File: src/rtl/lct_quality_sched_if.sv
// Candidate, shared-encoder and result signals of the LCT quality scheduler.
interface lct_quality_sched_if #(
  parameter int MXCAND = 4,
  parameter int MXIDX  = 2
);
  logic                lct_strobe;
  logic [MXCAND-1:0]   cand_acc;
  logic [MXCAND-1:0]   cand_a;
  logic [MXCAND-1:0]   cand_c;
  logic [MXCAND-1:0]   cand_a4;
  logic [MXCAND-1:0]   cand_c4;
  logic [4*MXCAND-1:0] cand_pat;
  logic [MXCAND-1:0]   cand_cpat;

  logic                qe_acc;
  logic                qe_a;
  logic                qe_c;
  logic                qe_a4;
  logic                qe_c4;
  logic                qe_cpat;
  logic [3:0]          qe_p;
  logic [3:0]          qe_q;

  logic                busy;
  logic                sort_done;
  logic                lct0_vld;
  logic [MXIDX-1:0]    lct0_idx;
  logic [3:0]          lct0_q;
  logic                lct1_vld;
  logic [MXIDX-1:0]    lct1_idx;
  logic [3:0]          lct1_q;
  logic                sched_ovf;

  modport master (
    output lct_strobe, cand_acc, cand_a, cand_c, cand_a4, cand_c4, cand_pat, cand_cpat, qe_q,
    input  qe_acc, qe_a, qe_c, qe_a4, qe_c4, qe_cpat, qe_p,
    input  busy, sort_done, lct0_vld, lct0_idx, lct0_q, lct1_vld, lct1_idx, lct1_q, sched_ovf
  );

  modport slave (
    input  lct_strobe, cand_acc, cand_a, cand_c, cand_a4, cand_c4, cand_pat, cand_cpat, qe_q,
    output qe_acc, qe_a, qe_c, qe_a4, qe_c4, qe_cpat, qe_p,
    output busy, sort_done, lct0_vld, lct0_idx, lct0_q, lct1_vld, lct1_idx, lct1_q, sched_ovf
  );
endinterface

File: src/rtl/lct_quality_sched.sv
// Serialises MXCAND candidates per strobe through one shared quality encoder, keeps best two.
// Results at strobe+MXCAND+1; macro LCT_QUAL_PIPE_EN registers the encoder path (+1 cycle).
module lct_quality_sched #(
  parameter int MXCAND = 4,
  parameter int MXIDX  = 2
) (
  input  logic               clock,
  input  logic               global_reset,
  lct_quality_sched_if.slave bus
);
  localparam int CW = $clog2(MXCAND + 1);

  typedef enum logic [1:0] {IDLE, SCAN, DONE} state_t;
  typedef struct packed {
    logic             vld;
    logic [MXIDX-1:0] idx;
    logic [3:0]       q;
  } rank_t;
  typedef struct packed {
    logic       acc;
    logic       a;
    logic       c;
    logic       a4;
    logic       c4;
    logic       cpat;
    logic [3:0] p;
  } qe_t;

  state_t              r_state;
  logic [CW-1:0]       r_idx;
  logic [MXCAND-1:0]   r_sh_acc, r_sh_a, r_sh_c, r_sh_a4, r_sh_c4, r_sh_cpat;
  logic [4*MXCAND-1:0] r_sh_pat;
  rank_t               r_best, r_second, r_lct0, r_lct1;
  logic                r_sort_done;
  logic                r_ovf;

  logic                w_accept;
  logic [MXCAND-1:0]   w_src_acc, w_src_a, w_src_c, w_src_a4, w_src_c4, w_src_cpat;
  logic [4*MXCAND-1:0] w_src_pat;
  logic [CW-1:0]       w_sel_idx;
  qe_t                 w_sel;
  qe_t                 w_qe_out;
  logic                w_ev_en;
  logic                w_ev_ac;
  logic [3:0]          w_ev_q;
  logic [MXIDX-1:0]    w_ev_idx;
  logic                w_last;
  rank_t               w_best_nxt, w_second_nxt;

  assign w_accept = bus.lct_strobe && (r_state != SCAN);

  // Slot mux; the pipelined build looks one slot ahead so the qe register shows slot k at T+1+k.
  always_comb begin
    w_src_acc  = r_sh_acc;
    w_src_a    = r_sh_a;
    w_src_c    = r_sh_c;
    w_src_a4   = r_sh_a4;
    w_src_c4   = r_sh_c4;
    w_src_cpat = r_sh_cpat;
    w_src_pat  = r_sh_pat;
    w_sel_idx  = r_idx;
`ifdef LCT_QUAL_PIPE_EN
    w_sel_idx = r_idx + CW'(1);
    if (w_accept) begin
      w_src_acc  = bus.cand_acc;
      w_src_a    = bus.cand_a;
      w_src_c    = bus.cand_c;
      w_src_a4   = bus.cand_a4;
      w_src_c4   = bus.cand_c4;
      w_src_cpat = bus.cand_cpat;
      w_src_pat  = bus.cand_pat;
      w_sel_idx  = '0;
    end
`endif
    w_sel = '0;
    for (int k = 0; k < MXCAND; k++) begin
      if (w_sel_idx == CW'(k)) begin
        w_sel.acc  = w_src_acc[k];
        w_sel.a    = w_src_a[k];
        w_sel.c    = w_src_c[k];
        w_sel.a4   = w_src_a4[k];
        w_sel.c4   = w_src_c4[k];
        w_sel.cpat = w_src_cpat[k];
        w_sel.p    = w_src_pat[4*k +: 4];
      end
    end
  end

`ifdef LCT_QUAL_PIPE_EN
  qe_t        r_qe;
  logic [3:0] r_qq;
  logic       r_ev_ac;

  always_ff @(posedge clock) begin
    if (global_reset) begin
      r_qe    <= '0;
      r_qq    <= '0;
      r_ev_ac <= 1'b0;
    end else begin
      r_qq    <= bus.qe_q;
      r_ev_ac <= r_qe.a | r_qe.c;
      if (w_accept || (r_state == SCAN && r_idx < CW'(MXCAND - 1))) r_qe <= w_sel;
      else                                                         r_qe <= '0;
    end
  end

  // Phase p evaluates slot p-1; phase MXCAND is the drain cycle.
  assign w_ev_en  = (r_state == SCAN) && (r_idx != '0);
  assign w_ev_ac  = r_ev_ac;
  assign w_ev_q   = r_qq;
  assign w_ev_idx = MXIDX'(r_idx - CW'(1));
  assign w_last   = (r_idx == CW'(MXCAND));
  assign w_qe_out = r_qe;
`else
  assign w_ev_en  = (r_state == SCAN);
  assign w_ev_ac  = w_sel.a | w_sel.c;
  assign w_ev_q   = bus.qe_q;
  assign w_ev_idx = MXIDX'(r_idx);
  assign w_last   = (r_idx == CW'(MXCAND - 1));
  assign w_qe_out = (r_state == SCAN) ? w_sel : '0;
`endif

  // Strict compares keep the earlier slot on equal quality.
  always_comb begin
    w_best_nxt   = r_best;
    w_second_nxt = r_second;
    if (w_ev_en && w_ev_ac && (w_ev_q != 4'd0)) begin
      if (w_ev_q > r_best.q) begin
        w_second_nxt = r_best;
        w_best_nxt   = '{vld: 1'b1, idx: w_ev_idx, q: w_ev_q};
      end else if (w_ev_q > r_second.q) begin
        w_second_nxt = '{vld: 1'b1, idx: w_ev_idx, q: w_ev_q};
      end
    end
  end

  always_ff @(posedge clock) begin
    if (global_reset) begin
      r_state     <= IDLE;
      r_idx       <= '0;
      r_sh_acc    <= '0;
      r_sh_a      <= '0;
      r_sh_c      <= '0;
      r_sh_a4     <= '0;
      r_sh_c4     <= '0;
      r_sh_cpat   <= '0;
      r_sh_pat    <= '0;
      r_best      <= '0;
      r_second    <= '0;
      r_lct0      <= '0;
      r_lct1      <= '0;
      r_sort_done <= 1'b0;
      r_ovf       <= 1'b0;
    end else begin
      r_sort_done <= 1'b0;
      if (bus.lct_strobe && r_state == SCAN) r_ovf <= 1'b1;
      if (w_accept) begin
        r_sh_acc  <= bus.cand_acc;
        r_sh_a    <= bus.cand_a;
        r_sh_c    <= bus.cand_c;
        r_sh_a4   <= bus.cand_a4;
        r_sh_c4   <= bus.cand_c4;
        r_sh_cpat <= bus.cand_cpat;
        r_sh_pat  <= bus.cand_pat;
        r_best    <= '0;
        r_second  <= '0;
        r_idx     <= '0;
        r_state   <= SCAN;
      end else if (r_state == SCAN) begin
        r_best   <= w_best_nxt;
        r_second <= w_second_nxt;
        r_idx    <= r_idx + CW'(1);
        if (w_last) begin
          r_state     <= DONE;
          r_lct0      <= w_best_nxt;
          r_lct1      <= w_second_nxt;
          r_sort_done <= 1'b1;
        end
      end else begin
        r_state <= IDLE;
      end
    end
  end

  assign bus.qe_acc    = w_qe_out.acc;
  assign bus.qe_a      = w_qe_out.a;
  assign bus.qe_c      = w_qe_out.c;
  assign bus.qe_a4     = w_qe_out.a4;
  assign bus.qe_c4     = w_qe_out.c4;
  assign bus.qe_cpat   = w_qe_out.cpat;
  assign bus.qe_p      = w_qe_out.p;
  assign bus.busy      = (r_state != IDLE);
  assign bus.sort_done = r_sort_done;
  assign bus.lct0_vld  = r_lct0.vld;
  assign bus.lct0_idx  = r_lct0.idx;
  assign bus.lct0_q    = r_lct0.q;
  assign bus.lct1_vld  = r_lct1.vld;
  assign bus.lct1_idx  = r_lct1.idx;
  assign bus.lct1_q    = r_lct1.q;
  assign bus.sched_ovf = r_ovf;
endmodule
File: src/flat_wrapper.sv
// flat-port wrapper written by rule: the top's interface ports become plain ports
module lct_quality_sched_flat 
#(
  parameter int MXCAND = 4,
  parameter int MXIDX  = 2
)
  (clock, global_reset, bus_lct_strobe, bus_cand_acc, bus_cand_a, bus_cand_c, bus_cand_a4, bus_cand_c4, bus_cand_pat, bus_cand_cpat, bus_qe_q, bus_qe_acc, bus_qe_a, bus_qe_c, bus_qe_a4, bus_qe_c4, bus_qe_cpat, bus_qe_p, bus_busy, bus_sort_done, bus_lct0_vld, bus_lct0_idx, bus_lct0_q, bus_lct1_vld, bus_lct1_idx, bus_lct1_q, bus_sched_ovf);
  lct_quality_sched_if #(.MXCAND(MXCAND), .MXIDX(MXIDX)) bus_i ();
  input  logic clock;
  input  logic global_reset;
  input wire logic [$bits(bus_i.lct_strobe)-1:0] bus_lct_strobe;
  input wire logic [$bits(bus_i.cand_acc)-1:0] bus_cand_acc;
  input wire logic [$bits(bus_i.cand_a)-1:0] bus_cand_a;
  input wire logic [$bits(bus_i.cand_c)-1:0] bus_cand_c;
  input wire logic [$bits(bus_i.cand_a4)-1:0] bus_cand_a4;
  input wire logic [$bits(bus_i.cand_c4)-1:0] bus_cand_c4;
  input wire logic [$bits(bus_i.cand_pat)-1:0] bus_cand_pat;
  input wire logic [$bits(bus_i.cand_cpat)-1:0] bus_cand_cpat;
  input wire logic [$bits(bus_i.qe_q)-1:0] bus_qe_q;
  output wire logic [$bits(bus_i.qe_acc)-1:0] bus_qe_acc;
  output wire logic [$bits(bus_i.qe_a)-1:0] bus_qe_a;
  output wire logic [$bits(bus_i.qe_c)-1:0] bus_qe_c;
  output wire logic [$bits(bus_i.qe_a4)-1:0] bus_qe_a4;
  output wire logic [$bits(bus_i.qe_c4)-1:0] bus_qe_c4;
  output wire logic [$bits(bus_i.qe_cpat)-1:0] bus_qe_cpat;
  output wire logic [$bits(bus_i.qe_p)-1:0] bus_qe_p;
  output wire logic [$bits(bus_i.busy)-1:0] bus_busy;
  output wire logic [$bits(bus_i.sort_done)-1:0] bus_sort_done;
  output wire logic [$bits(bus_i.lct0_vld)-1:0] bus_lct0_vld;
  output wire logic [$bits(bus_i.lct0_idx)-1:0] bus_lct0_idx;
  output wire logic [$bits(bus_i.lct0_q)-1:0] bus_lct0_q;
  output wire logic [$bits(bus_i.lct1_vld)-1:0] bus_lct1_vld;
  output wire logic [$bits(bus_i.lct1_idx)-1:0] bus_lct1_idx;
  output wire logic [$bits(bus_i.lct1_q)-1:0] bus_lct1_q;
  output wire logic [$bits(bus_i.sched_ovf)-1:0] bus_sched_ovf;
  assign bus_i.lct_strobe = bus_lct_strobe;
  assign bus_i.cand_acc = bus_cand_acc;
  assign bus_i.cand_a = bus_cand_a;
  assign bus_i.cand_c = bus_cand_c;
  assign bus_i.cand_a4 = bus_cand_a4;
  assign bus_i.cand_c4 = bus_cand_c4;
  assign bus_i.cand_pat = bus_cand_pat;
  assign bus_i.cand_cpat = bus_cand_cpat;
  assign bus_i.qe_q = bus_qe_q;
  assign bus_qe_acc = bus_i.qe_acc;
  assign bus_qe_a = bus_i.qe_a;
  assign bus_qe_c = bus_i.qe_c;
  assign bus_qe_a4 = bus_i.qe_a4;
  assign bus_qe_c4 = bus_i.qe_c4;
  assign bus_qe_cpat = bus_i.qe_cpat;
  assign bus_qe_p = bus_i.qe_p;
  assign bus_busy = bus_i.busy;
  assign bus_sort_done = bus_i.sort_done;
  assign bus_lct0_vld = bus_i.lct0_vld;
  assign bus_lct0_idx = bus_i.lct0_idx;
  assign bus_lct0_q = bus_i.lct0_q;
  assign bus_lct1_vld = bus_i.lct1_vld;
  assign bus_lct1_idx = bus_i.lct1_idx;
  assign bus_lct1_q = bus_i.lct1_q;
  assign bus_sched_ovf = bus_i.sched_ovf;
  lct_quality_sched #(.MXCAND(MXCAND), .MXIDX(MXIDX)) u_core (.clock(clock), .global_reset(global_reset), .bus(bus_i));
endmodule
File: config.mk
export PLATFORM = sky130hd
export DESIGN_NAME = lct_quality_sched_flat
export DESIGN_NICKNAME = d
export VERILOG_FILES = /design/src/rtl/lct_quality_sched_if.sv /design/src/rtl/lct_quality_sched.sv /design/src/flat_wrapper.sv
export SDC_FILE = /design/constraint.sdc
export NUM_CORES = 1
export LEC_CHECK = 0
export ABC_AREA = 1
export BUFFER_PORTS_ARGS = -buffer_cell sky130_fd_sc_hd__buf_2
export CORE_AREA = 2 2 112 114
export CTS_BUF_LIST = sky130_fd_sc_hd__clkbuf_4
export CTS_CLUSTER_DIAMETER = 80
export DETAILED_ROUTE_END_ITERATION = 7
export DIE_AREA = 0 0 114 116
export PLACE_DENSITY = 0.61
export SYNTH_ARGS = -nofsm -noshare
export SYNTH_HDL_FRONTEND = slang
export SYNTH_SLANG_ARGS = --single-unit
File: constraint.sdc
create_clock -name clock -period 1.8 [get_ports clock]
set_input_delay 0.27 -clock clock [delete_from_list [all_inputs] [get_ports clock]]
set_output_delay 0.27 -clock clock [all_outputs]
set_load 0.03 [all_outputs]
==> impl_metrics.ini, run 1 <==
[status]
status = complete, but fails checks
failed_checks = setup timing

[final_layout]
final_cell_mix = nor2_1 (86), dfxtp_1 (73), nand2_1 (66)
seq_area_um2 = 1509
syn2layout_area_growth_pct = 42.44
drive_gt1_frac = 0.3691
final_nets = 670
final_common_cell = nor2_1
layoutNonFillerInstCount = 763
multi_input_area_um2 = 2096
fillers = 1227
final_cell_area_um2 = 5031

[worst_setup_path]
critical_path_class = reg2out
cpPeakStageDelay_ns = 0.38
path_buf_inv = 3
path_delay_family = buffers and inverters
startpoint_type = register
cp_slowest_cell = dfxtp_4
required_ns = 1.53
cp-end-kind = primary output
worstPathArrival_ns = 1.89
path_max_fanout = 4
path_cells = buf_4 > ha_4 > nand2_4 > buf_6 > nand3_2 > nand3_2 > o21ai_2 > a21oi_2 > buf_6

[yosys]
avgSynthCellArea_um2 = 7.008
synth_cell_type_count = 25
ys_seq_elements = 75
ys_top_cells_by_area = dfxtp_1 (43%), nor2_1 (9.8%), o21ai_0 (9.6%), nand2_1 (8.1%), nand3_1 (7.8%)
syn_nets = 564
synthDominantCellAreaShare = 0.4251
yosys.area.top_type = dfxtp_1
synth_cells = 504
yosysSeqAreaShare = 0.4251
netlist_area_um2 = 3532
synth_warnings = 0

[sta]
period_minus_slack_ns = 2.157
setup_violations = 37
rsz0062_at_grt = yes
fin_skew_ns = 0.01621
tns_ns = -7.247
hold_violations = 0
layout_setup_ws_ns = -0.3566
slew_headroom = 0.7079
worstMarginPinSlew_ns = 0.4377
fin_crit_sh = 1.198
slew_viol_final = 0
fmax_mhz = 463.7

[placement]
dp_hpwl_um = 7000
dp_cells = 731
gp_congestion = 0.8422
post-place-ws_ns = -0.1513
placed_area_um2 = 4245
io_buffers = 73

[floorplan]
rows = 40
die_w_um = 114
start_util = 0.2965
ios = 74
die_area_um2 = 13220
core_area_um2 = 11910
die_h_um = 116

[power]
leakagePower_nw = 2.290
ir_drop_v = 0.0003150
powerDensity_nw_per_um2 = 780.2
total_power_w = 0.003925

[clock_tree]
clockBufferDepth = 2
cts_root_buf = clkbuf_4
htreeDepth = 3
cts_tree = yes
hold_buffers = 0
cts.sinks = 75
cts_made_buffers = 9
clk_pin_slew_ns = 0.14
worstSkewPairLatency_ns = 0.44

[global_route]
gr-usage-met3 = 0.03033
grtUsageMet2 = 0.2544
grt_pass1_wl_um = 16290
grt_overflow = 0
grt_util_met1 = 0.1983
antenna_found_initial = 1
top_usage_layer = met2
grt_max_degree = 46
grt_pass1_vias = 3592
track_usage = 0.1539

[drt]
via_count = 3662
drtIter0Drc = 225
wl_per_cell_um = 13.42
drtAntennaViolNets = 0
wirelength_um = 10240
dr.pass1.iters = 5
drc_errors = 0
avgViaCountPerCell = 4.799

[min_path]
hold_class = in2reg

[flow_run]
maxCapViolations = 0
-- kinds of logic (layout without fill, tap and decap cells) --
| kind of cell | after synthesis | in the layout | share of synthesized area |
|---|---|---|---|
| flops | 75 | 75 | 0.4251 |
| other cells | 0 | 1 | 0 |
| compound gates | 108 | 108 | 0.1605 |
| simple gates | 241 | 241 | 0.2912 |
| buf+inv | 67 | 178 | 0.07722 |
| fa+ha+maj | 13 | 13 | 0.04605 |
-- per-stage QoR --
stage          hold WS, ns    util
2_1_floorplan       0.4147       -
3_3_place_gp        0.4353  0.3564
3_5_place_dp        0.4510  0.3564
4_1_cts            0.05651  0.3973
5_1_grt            0.06558  0.4224
6_report           0.06561  0.4224
-- final cells by class --
cell class                      count  share of cell area
Multi-Input combinational cell    362              0.4166
Sequential cell                    75              0.2999
Timing Repair Buffer              118              0.1706
Inverter                           43             0.03730
Tap cell                          147             0.03656
Clock inverter                      7             0.02288
Clock buffer                        9             0.01343
Timing Repair inverter              1            0.002238
Antenna cell                        1           0.0004974
-- state kept, by name, summed over array words and instances (netlist names), 2 cells and up --
signal and cells:
u_core.r_best 7, u_core.r_sh_c4 4, u_core.bus.lct1_idx 2, u_core.r_idx 3
u_core.r_sh_c 4, u_core.r_sh_a 4, u_core.r_sh_a4 4, u_core.r_sh_pat 16
u_core.bus.lct0_idx 2, u_core.r_sh_cpat 4, u_core.r_sh_acc 4, u_core.bus.lct0_q 4
u_core.bus.lct1_q 4, u_core.r_state 2, u_core.r_second 7
-- layer usage --
| layer | up-vias | share of wire |
|---|---|---|
| met5 | - | 0 |
| met4 | 0 | 0.018 |
| met2 | 81 | 0.48 |
| met3 | 14 | 0.039 |
| li1 | 1856 | - |
| met1 | 1711 | 0.47 |
-- power by group --
| group | internal [W] | leakage [nW] | switching (W) |
|---|---|---|---|
| clock | 0.000701 | 0.0940 | 0.000639 |
| combinational | 0.000320 | 1.58 | 0.000456 |
| sequential | 0.00175 | 0.616 | 0.0000588 |
-- what timing repair did --
item	in CTS	in global routing
setup endpoints to repair	36	57
resized for setup	85	52
buffers inserted	6	7
cloned	0	2
pin swaps	19	20
-- cell usage after synthesis, drive strengths merged --
| master | instances |
|---|---|
| a21oi | 31 |
| a31oi | 1 |
| buf | 8 |
| clkbuf | 16 |
| dfxtp | 75 |
| ha | 13 |
| inv | 43 |
| nand2 | 89 |
| nand3 | 55 |
| nand4 | 1 |
| nor2 | 95 |
| o21a | 6 |
| o21ai | 69 |
| o21bai | 1 |
| or2 | 1 |
-- worst min-delay path: stages --
cell	delay, ns
buf_2	0.07
o21ai_0	0.07
nor2_1	0.07
-- final timing paths --
path,from,end,slack [ns],cells after the start
worst max-delay path,u_core.r_idx[0],bus_qe_a4,-0.36,9
worst min-delay path,bus_cand_pat[9],u_core.r_sh_pat[9],0.07,3
worst max register to register,u_core.r_idx[0],u_core.bus.lct0_idx[1],-0.20,15
worst min register to register,u_core.bus.sched_ovf,u_core.bus.sched_ovf,0.47,2
Note: power is estimated with default switching activity, not from simulation.
==> run 2: changes to the inputs <==
--- a/config.mk
+++ b/config.mk
@@ -12,7 +12,8 @@
 export CTS_CLUSTER_DIAMETER = 80
 export DETAILED_ROUTE_END_ITERATION = 7
 export DIE_AREA = 0 0 114 116
-export PLACE_DENSITY = 0.61
+export PLACE_DENSITY = 0.58
 export SYNTH_ARGS = -nofsm -noshare
 export SYNTH_HDL_FRONTEND = slang
 export SYNTH_SLANG_ARGS = --single-unit
+export TNS_END_PERCENT = 20
==> run 2 against run 1 <==
The flow still finishes with violations (setup timing). Design area is 5.3% lower. Flip-flop and latch count stayed put. Count of clock-buffer cells in the layout is 1 higher. Critical path type unchanged. Clock power is 36% lower.
==> impl_metrics.ini, run 2 (synthesized netlist as in run 1, its figures left out) <==
[sta]
fin_crit_sh = 1.198
rsz0062_at_grt = yes
hold-worst-slack_ns = 0.08067
slew_headroom = 0.6406
setup_violations = 38
layout_setup_ws_ns = -0.3557
worstMarginPinSlew_ns = 0.5386
slew_viol_final = 0
fin_skew_ns = 0.01660
hold_violations = 0
fmax_mhz = 463.9
period_minus_slack_ns = 2.156

[worst_setup_path]
cp_slowest_cell = dfxtp_4
startpoint_type = register
path_cells = buf_4 > ha_2 > nand2_4 > buf_12 > nand3_1 > o21ai_2 > a21oi_2 > buf_6
reg2reg_depth = 14
worstPathArrival_ns = 1.89
path_max_fanout = 16
cp-end-kind = primary output
critical_path_class = reg2out
required_ns = 1.53
cpPeakStageDelay_ns = 0.41

[drt]
wirelength_um = 9610
drc_errors = 0
dr.pass1.iters = 4
wl_per_cell_um = 12.78
avgViaCountPerCell = 4.676
drtIter0Drc = 160
via_count = 3516
drtAntennaViolNets = 0

[global_route]
grt_pass1_vias = 3351
grt_max_degree = 46
antenna_found_initial = 0
grt_pass1_wl_um = 15830
track_usage = 0.1500
grt_overflow = 0

[final_layout]
finalCoreUtilization = 0.4000
antenna_cells = 0
reg_top3 = u_core.r_sh_pat (16), u_core.r_best (7), u_core.r_second (7)
regMostFlops = u_core.r_sh_pat
final_cell_mix = nor2_1 (89), dfxtp_1 (73), nand2_1 (72)
final_nets = 661
syn2layout_area_growth_pct = 34.89
drive_gt1_frac = 0.3240
largest_register_ffs = 16
final_common_cell = nor2_1

[status]
failed_checks = setup timing
status = complete, but fails checks

[placement]
io_buffers = 73
post-place-ws_ns = -0.1796
gp_congestion = 0.7785
dp_hpwl_um = 6906

[clock_tree]
clk_pin_slew_ns = 0.12
cts_made_buffers = 9
cts_tree = yes
worstSkewPairLatency_ns = 0.43
htreeDepth = 3
cts.sinks = 75
cts_root_buf = clkbuf_4
clockBufferDepth = 2

[min_path]
hold_depth = 3
hold_class = in2reg

[floorplan]
core_area_um2 = 11910
ios = 74
die_area_um2 = 13220
start_util = 0.2965
die_h_um = 116
rows = 40
die_w_um = 114

[power]
powerDensity_nw_per_um2 = 711.1
leakagePower_nw = 2.183
ir_drop_v = 0.0002827
total_power_w = 0.003388

[flow_run]
maxCapViolations = 0
## run 2: changes by cell type in the layout (fill, tap and decap cells not counted), sizes merged
cell / before / now
clkinv: 3 / 5
diode: 1 / 0
buf: 117 / 110
bufinv: 3 / 0
clkinvlp: 2 / 0
## run 2: where the power goes
part	switching (W)	leakage, nW	internal (W)	total [W]
combinational	0.000419	1.50	0.000300	0.000719
clock	0.000569	0.0636	0.000288	0.000857
sequential	0.0000618	0.616	0.00175	0.00181
total	0.00105	2.18	0.00234	0.00339
## run 2: timing repair
item	4_1_cts	5_1_grt
resized for setup	69	40
hold buffers	0	0
pin swaps	12	18
setup buffers	4	1
gates cloned	0	0
setup endpoints to repair	38	81
## run 2: final timing paths
kind / start / end / slack, ns
worst max-delay path: u_core.r_idx[1] / bus_qe_acc / -0.36
worst min-delay path: bus_cand_pat[10] / u_core.r_sh_pat[10] / 0.08
worst max register to register: u_core.r_idx[1] / u_core.bus.lct0_q[1] / -0.18
worst min register to register: u_core.r_sh_c[0] / u_core.r_sh_c[0] / 0.46
## run 2: layout make-up
class	count	area [µm²]
repair buffers	110	785.8
clock inverters	5	31.28
multi-input cells	362	2006
clock buffers	10	75.07
well taps	147	183.9
fillers	1226	7147
flip-flops and latches	75	1509
inverters	43	173.9
## run 2: critical path: cells and delay by family, from the launching register on
kind / cells / cell delay, ns
adders and majority gates: 1 / 0.18
DFF: 1 / 0.41
and+or+nand+nor: 2 / 0.19
AOI/OAI and AO/OA: 2 / 0.23
buffers and inverters: 3 / 0.45
## run 2: metal layers
layer | vias to the layer above | GRT usage | part of all wire
met5 | - | 0 | 0
met1 | 1587 | 0.2037 | 0.49
li1 | 1843 | - | -
met4 | 0 | 0.05772 | 0.017
met2 | 72 | 0.2317 | 0.45
met3 | 14 | 0.03556 | 0.044
## run 2: through the flow
step / instances / cell area, µm² / TNS [ns]
2_1_floorplan: 504 / 3567 / 0
3_3_place_gp: 732 / 4265 / -1.610
3_5_place_dp: 732 / 4265 / -2.795
4_1_cts: 751 / 4582 / -5.272
5_1_grt: 752 / 4765 / -9.771
6_report: 752 / 4765 / -5.554
